**src/rtl/vrased_reset_ctrl_if.sv**
```systemverilog
`default_nettype none
// ============================================================================
// Module      : vrased_reset_ctrl_if
// Description : Request/status bundle between the VRASED monitors and the
//               reset controller.
// Revision    : 1.0 - initial release
// ============================================================================
interface vrased_reset_ctrl_if #(
  parameter int CNT_W = 8
);
  logic             xs_reset;
  logic             ac_reset;
  logic             dma_reset;
  logic             cause_clr;
  logic             sys_reset;
  logic             busy;
  logic [2:0]       cause;
  logic [CNT_W-1:0] viol_cnt;

  modport master (
    output xs_reset, ac_reset, dma_reset, cause_clr,
    input  sys_reset, busy, cause, viol_cnt
  );

  modport slave (
    input  xs_reset, ac_reset, dma_reset, cause_clr,
    output sys_reset, busy, cause, viol_cnt
  );
endinterface
`default_nettype wire

```
**src/rtl/vrased_reset_ctrl.sv**
```systemverilog
`default_nettype none
// ============================================================================
// Module      : vrased_reset_ctrl
// Description : Stretches VRASED monitor reset requests into a minimum-width
//               MCU reset and logs the causes. Optional cause log / episode
//               counter enabled by defining VRASED_RST_CAUSE_LOG_EN.
// Revision    : 1.0 - initial release
// ============================================================================
module vrased_reset_ctrl #(
  parameter int RST_CYCLES = 16,
  parameter int CNT_W      = 8
) (
  input  logic                  clk,
  input  logic                  rst,
  vrased_reset_ctrl_if.slave    bus
);

  typedef enum logic [1:0] {
    S_IDLE   = 2'd0,
    S_ASSERT = 2'd1,
    S_HOLD   = 2'd2
  } state_t;

  localparam logic [7:0] C_STRETCH_INIT = 8'(RST_CYCLES - 1);

  state_t     r_state;
  logic [7:0] r_stretch;
  logic       r_sys_reset;
  logic       r_busy;
  logic       w_req;

  assign w_req = bus.xs_reset | bus.ac_reset | bus.dma_reset;

  always_ff @(posedge clk or posedge rst) begin
    if (rst) begin
      r_state     <= S_IDLE;
      r_stretch   <= 8'd0;
      r_sys_reset <= 1'b0;
      r_busy      <= 1'b0;
    end else begin
      case (r_state)
        S_IDLE: begin
          if (w_req) begin
            r_state     <= S_ASSERT;
            r_stretch   <= C_STRETCH_INIT;
            r_sys_reset <= 1'b1;
            r_busy      <= 1'b1;
          end
        end
        S_ASSERT: begin
          if (r_stretch == 8'd0) begin
            if (w_req) begin
              r_state <= S_HOLD;
            end else begin
              r_state     <= S_IDLE;
              r_sys_reset <= 1'b0;
              r_busy      <= 1'b0;
            end
          end else begin
            r_stretch <= r_stretch - 8'd1;
          end
        end
        S_HOLD: begin
          if (!w_req) begin
            r_state     <= S_IDLE;
            r_sys_reset <= 1'b0;
            r_busy      <= 1'b0;
          end
        end
        default: begin
          r_state     <= S_IDLE;
          r_sys_reset <= 1'b0;
          r_busy      <= 1'b0;
        end
      endcase
    end
  end

  assign bus.sys_reset = r_sys_reset;
  assign bus.busy      = r_busy;

`ifdef VRASED_RST_CAUSE_LOG_EN
  logic [2:0]       r_cause;
  logic [CNT_W-1:0] r_viol_cnt;

  // A clear wins over any same-cycle cause bit or episode count.
  always_ff @(posedge clk or posedge rst) begin
    if (rst) begin
      r_cause    <= 3'b000;
      r_viol_cnt <= '0;
    end else if (bus.cause_clr) begin
      r_cause    <= 3'b000;
      r_viol_cnt <= '0;
    end else begin
      r_cause <= r_cause | {bus.dma_reset, bus.ac_reset, bus.xs_reset};
      if ((r_state == S_IDLE) && w_req && (r_viol_cnt != {CNT_W{1'b1}})) begin
        r_viol_cnt <= r_viol_cnt + 1'b1;
      end
    end
  end

  assign bus.cause    = r_cause;
  assign bus.viol_cnt = r_viol_cnt;
`else
  logic unused_cause_clr;

  assign unused_cause_clr = bus.cause_clr;
  assign bus.cause        = 3'b000;
  assign bus.viol_cnt     = '0;
`endif

endmodule
`default_nettype wire
```
**src/flat_wrapper.sv**
```systemverilog
// flat-port wrapper written by rule: the top's interface ports become plain ports
module vrased_reset_ctrl_flat 
#(
  parameter int RST_CYCLES = 16,
  parameter int CNT_W      = 8
)
  (clk, rst, bus_xs_reset, bus_ac_reset, bus_dma_reset, bus_cause_clr, bus_sys_reset, bus_busy, bus_cause, bus_viol_cnt);
  vrased_reset_ctrl_if #(.CNT_W(CNT_W)) bus_i ();
  input  logic clk;
  input  logic rst;
  input wire logic [$bits(bus_i.xs_reset)-1:0] bus_xs_reset;
  input wire logic [$bits(bus_i.ac_reset)-1:0] bus_ac_reset;
  input wire logic [$bits(bus_i.dma_reset)-1:0] bus_dma_reset;
  input wire logic [$bits(bus_i.cause_clr)-1:0] bus_cause_clr;
  output wire logic [$bits(bus_i.sys_reset)-1:0] bus_sys_reset;
  output wire logic [$bits(bus_i.busy)-1:0] bus_busy;
  output wire logic [$bits(bus_i.cause)-1:0] bus_cause;
  output wire logic [$bits(bus_i.viol_cnt)-1:0] bus_viol_cnt;
  assign bus_i.xs_reset = bus_xs_reset;
  assign bus_i.ac_reset = bus_ac_reset;
  assign bus_i.dma_reset = bus_dma_reset;
  assign bus_i.cause_clr = bus_cause_clr;
  assign bus_sys_reset = bus_i.sys_reset;
  assign bus_busy = bus_i.busy;
  assign bus_cause = bus_i.cause;
  assign bus_viol_cnt = bus_i.viol_cnt;
  vrased_reset_ctrl #(.RST_CYCLES(RST_CYCLES), .CNT_W(CNT_W)) u_core (.clk(clk), .rst(rst), .bus(bus_i));
endmodule
```
**config.mk**
```make
export PLATFORM = sky130hd
export DESIGN_NAME = vrased_reset_ctrl_flat
export DESIGN_NICKNAME = d
export VERILOG_FILES = /design/src/rtl/vrased_reset_ctrl_if.sv /design/src/rtl/vrased_reset_ctrl.sv /design/src/flat_wrapper.sv
export SDC_FILE = /design/constraint.sdc
export NUM_CORES = 1
export LEC_CHECK = 0
export CAP_MARGIN = 10
export CORE_MARGIN = 2
export CORE_UTILIZATION = 44
export DETAILED_ROUTE_END_ITERATION = 10
export PLACE_DENSITY = 0.73
export SYNTH_ARGS = -nofsm -noshare
export SYNTH_HDL_FRONTEND = slang
export SYNTH_SLANG_ARGS = --single-unit
```
**constraint.sdc**
```tcl
create_clock -name clk -period 2 [get_ports clk]
set_clock_uncertainty 0.1 [all_clocks]
set_input_delay 0.3 -clock clk [delete_from_list [all_inputs] [get_ports clk]]
set_output_delay 0.3 -clock clk [all_outputs]
set_load 0.005 [all_outputs]
```
* Word-level counts from Yosys, hierarchy flattened
Cells that the tools add are included.
** Operators by class
- Add/subtract/negate cells :: 1
- Mux-type cells :: 15
- Equality and inequality tests :: 6
- Reductions and logical operators :: 6
- Bitwise logic cells :: 2
** Operators by type and width (count)
- 8-bit 2-to-1 mux :: 2
- 8-bit one-hot mux with 2 select lines :: 1
- 8-bit logical NOT :: 1
- 2-bit 2-to-1 mux :: 4
- 8-bit by 1-bit subtractor with 8-bit output, second input constant :: 1
- 1-bit one-hot mux with 3 select lines :: 2
- 2-bit one-hot mux with 3 select lines :: 1
- 3-bit AND reduction :: 2
- 1-bit 2-to-1 mux :: 5
- 2-bit by 1-bit inequality test with 1-bit output, second input constant :: 2
- 2-bit inequality test, second input constant :: 2
- 2-bit by 1-bit equality test with 1-bit output, second input constant :: 1
- 2-bit equality test, second input constant :: 1
- 2-bit logical NOT :: 1
- 1-bit OR :: 2
- 2-bit AND reduction :: 1
- 2-bit nonzero test :: 1
** Storage, ports and cells
- Output and inout bits :: 13
- Register bits after elaboration :: 12

* Depth between registers and ports, before layout
- Depth after elaboration :: 5
- Mapped depth :: 8
- Gate-level depth less buffers :: 6

* Worst setup path before layout
No wires, ideal clock.
- Path kind :: register -> register
- Start :: register u_core.r_state[0]
- End :: register u_core.r_stretch[3]
- Library setup time :: 0.076 ns
- Clock period less this slack :: 2.099 ns
- Slack :: -0.099 ns
- Required time :: 1.824 ns
- Cell stages (with the launch flop) :: 9
- Data arrival time :: 1.923 ns
- Buffers on the path :: 2
- Cell sequence :: dfrtp_1 > inv_1 > ha_1 > or4b_1 > buf_2 > and4_1 > buf_2 > and4_2 > o21ai_1
** Between the ends
- Longest elaborated chain between the ends :: 3
- Elaborated cells between the ends (all ways) :: 7
** RTL lines
- start, declared :: line vrased_reset_ctrl.sv:26 : state_t r_state;
- start signal, assigned :: line vrased_reset_ctrl.sv:36 : r_state <= S_IDLE;
- start signal, assigned :: line vrased_reset_ctrl.sv:44 : r_state <= S_ASSERT;
- start signal, assigned :: line vrased_reset_ctrl.sv:53 : r_state <= S_HOLD;
- 2-bit by 1-bit equality test with 1-bit output / 2-bit logical NOT (equally long branches) :: line vrased_reset_ctrl.sv:41 : case (r_state)
- 2-bit inequality test (no source line), or another cell as far along
- 3-bit AND reduction (no source line)
- end signal, assigned :: line vrased_reset_ctrl.sv:60 : r_stretch <= r_stretch - 8'd1;
- end, declared :: line vrased_reset_ctrl.sv:27 : logic [7:0] r_stretch;
Several ways; a longest one is shown, not always the timed one.
A chain may end at the register's enable or synchronous reset.

* Worst setup path in the final report
- Start :: register u_core.r_stretch[3]
- End :: register u_core.r_sys_reset (netlist: u_core.bus.sys_reset)
** Between the ends
- Longest elaborated chain between the ends :: 3
** RTL lines
- 8-bit logical NOT :: line vrased_reset_ctrl.sv:51 : if (r_stretch == 8'd0) begin
- 2-bit by 1-bit inequality test with 1-bit output (no source line)
- 2-bit AND reduction (no source line)
- end signal, assigned :: line vrased_reset_ctrl.sv:46 : r_sys_reset <= 1'b1;
- end signal, assigned :: line vrased_reset_ctrl.sv:56 : r_sys_reset <= 1'b0;
- end signal, assigned :: line vrased_reset_ctrl.sv:66 : r_sys_reset <= 1'b0;
- end, declared :: line vrased_reset_ctrl.sv:28 : logic r_sys_reset;
No other way between the ends.

==> impl_metrics.json <==
{
  "maxCapViolations": 0,
  "initial_core_util_pct": 46.16,
  "async_flop_share_pct": 100.0,
  "slowest_stage": "or4_4",
  "pwr-share-seq_pct": 32.6,
  "synth_edf_count": 0,
  "end_kind": "flip-flop",
  "seq_area_frac_synth_pct": 33.85,
  "cts.path.max_buffers": 2,
  "synthTopCellsByArea": "dfrtp_1, buf_4, ha_1",
  "area_delta_synth_final_pct": 20.73,
  "cp_top_family": "compound AO/OA/AOI/OAI gates",
  "crit_chain": "or4_4 -> o41a_4 -> a21o_1 -> a22o_1",
  "drt_iter0_markers": 22,
  "maxSlewViolCount": 0,
  "first_global_vias": 721,
  "ioPinCount": 19,
  "first_pass_iters": 4,
  "ys.warnings.count": 0,
  "grt-busiest-layer": "met2",
  "crit_arrival_ns": 2.03,
  "ys_seq_elements": 12,
  "path_buf_inv": 0,
  "cts_hold_buffers": 0,
  "yosys.area.top_type": "dfrtp_1",
  "rsz0062_at_grt": "true",
  "p_int_uw": 701.4,
  "status": "complete, no violations",
  "p_clk_share_pct": 13.0,
  "setup_ws_ns": 0.03165,
  "leakage_nw": 0.4910,
  "clk_latency_ns": 0.27,
  "fp.dieW_um": 48.90,
  "insertedDiodeCount": 0,
  "grt_usage_pct": 17.20,
  "synth_top_flop_cell": "dfrtp_1",
  "drt-vias-per-instance": 5.397,
  "hold_class": "primary input to async pin",
  "die_h_um": 48.90,
  "nets": 128,
  "clock.fmax_ghz": 0.5080,
  "ir_worst_vdd_mv": 0.5897,
  "finalHoldViolCount": 0,
  "period_minus_slack_ns": 1.968,
  "cts_buffers": 3,
  "antenna_found_initial": 0,
  "grt-ovfl-total": 0,
  "cp_max_fo": 7,
  "cts_sinks": 12,
  "syn_area_per_cell_um2": 9.145,
  "cts_tree": "built",
  "switching_share_pct": 38.85,
  "drc": 0,
  "fin_util_pct": 55.73,
  "synth_cell_types": 35,
  "grtUsageMet3_pct": 2.761,
  "powerDensity_mw_per_mm2": 1071,
  "grt_pass1_wl_um": 3167,
  "finalCritPeriodShare_pct": 98.42,
  "synth_commonest_cells": "dfrtp_1, buf_4, inv_1",
  "num_rows": 16,
  "htree_num_levels": 1,
  "synth_top_area_share_pct": 33.85,
  "grt_util_met1_pct": 20.27,
  "hpwl_um": 1404,
  "wl_um": 1882,
  "die_area_mm2": 0.002391,
  "gp_congestion": 0.7645,
  "synth_most_common_cell": "dfrtp_1",
  "core-area_mm2": 0.001922,
  "post_drt_wl_per_cell_um": 13.35,
  "path_clk_slew_ns": 0.07,
  "vias": 761,
  "pre_cts_slack_ns": -0.1063,
  "setup_violations": 0,
  "pwr-share-comb_pct": 54.4,
  "crit_path_max_incr_delay_ns": 0.56,
  "root_buffer": "clkbuf_4",
  "p_sw_uw": 445.6,
  "io_buffers": 6,
  "met2_usage_pct": 30.82,
  "final_antenna_net_count": 0,
  "synthCells": 97,
  "path_class": "flip-flop to flip-flop",
  "worst-endpoint-required_ns": 2.06,
  "synthesis.area_um2": 887.1,
  "drive_gt1_share_pct": 23.68,
  "startpoint_type": "flip-flop",
  "grt_max_degree": 13
}
-- worst register-to-register path: cells and delay by family (launching register included) --
family          cells  cell delay, ns
simple gates        1            0.56
compound gates      3            0.82
flops               1            0.38
-- power groups by stage --
| stage | combinational [mW] | clock (mW) | sequential (mW) |
|---|---|---|---|
| floorplan | 0.400 | 0 | 0.377 |
| global placement | 0.546 | 0 | 0.377 |
| detailed placement | 0.567 | 0 | 0.381 |
| CTS | 0.585 | 0.153 | 0.377 |
| global route | 0.704 | 0.164 | 0.383 |
| finish | 0.624 | 0.149 | 0.374 |
-- through the flow --
stage,cells,TNS [ns],hold slack [ns],total power [mW],instance area (um2)
finish,141,0,0.2525,1.147,1071
global route,141,-0.03159,0.2806,1.251,1071
CTS,138,0,0.2651,1.114,1031
detailed placement,135,-0.4112,0.3784,0.9478,1002
global placement,135,-0.3076,0.3742,0.9231,1002
floorplan,107,0,0.06470,0.7768,937.1
-- metal layers --
layer / part of all wire, % / wire length [um]
met4: 2.7 / 50
met3: 3.2 / 60
met5: 0 / 0
met1: 44 / 836
met2: 50 / 934
-- final timing paths --
kind                       depth (start not counted)                               end  slack (ns)                            start
max in group asynchronous                          2   u_core.r_stretch[3]$_DFFE_PP0P_        1.22                              rst
min reg2reg                                        1   u_core.r_stretch[0]$_DFFE_PP0P_        0.39  u_core.r_stretch[0]$_DFFE_PP0P_
max                                                4  u_core.bus.sys_reset$_DFFE_PP0P_        0.03  u_core.r_stretch[3]$_DFFE_PP0P_
min in group clk                                   1   u_core.r_stretch[0]$_DFFE_PP0P_        0.39  u_core.r_stretch[0]$_DFFE_PP0P_
max reg2reg                                        4  u_core.bus.sys_reset$_DFFE_PP0P_        0.03  u_core.r_stretch[3]$_DFFE_PP0P_
min                                                2  u_core.bus.sys_reset$_DFFE_PP0P_        0.25                              rst
-- final cells by class --
cell class	count	area [um2]
Multi-Input combinational cell	73	534.3
Fill cell	187	850.8
Sequential cell	12	300.3
Tap cell	27	33.78
Timing Repair Buffer	18	150.1
Inverter	8	30.03
Clock buffer	3	22.52
-- flip-flops by register name (all words and copies together), names as in the netlist --
name and flops:
u_core.bus.sys_reset 1, u_core.bus.busy 1, u_core.r_stretch 8, u_core.r_state 2
-- timing repair --
action | CTS | global route
setup endpoints to repair | 1 | 8
pin swaps | 0 | 1
resized for setup | 1 | 7
setup buffers | 0 | 3
-- cells by family after synthesis --
group                      count (synthesis)  share of synthesized area, %
muxes                                      1                         1.128
and+or+nand+nor                           25                         17.21
buffers and inverters                     22                         14.25
AOI/OAI and AO/OA                         30                         24.68
other                                      1                        0.4227
DFF                                       12                         33.85
adders and majority gates                  6                         8.462
-- placed cells by master, fill, tap and decap left out, types with 2 or more instances in the layout --
| cell | n |
|---|---|
| dfrtp_1 | 12 |
| nand2_1 | 3 |
| or3_1 | 2 |
| a31oi_1 | 6 |
| ha_1 | 4 |
| conb_1 | 11 |
| clkdlybuf4s50_1 | 6 |
| a22o_1 | 2 |
| o31ai_1 | 4 |
| nor2_1 | 5 |
| clkbuf_4 | 3 |
| a41o_1 | 2 |
| a21oi_1 | 4 |
| buf_4 | 12 |
| inv_2 | 2 |
| o21ai_0 | 3 |
| or4_1 | 2 |
| inv_1 | 6 |
| or2_2 | 2 |
| a21boi_1 | 2 |
Note: power is estimated with default switching activity, not from simulation.
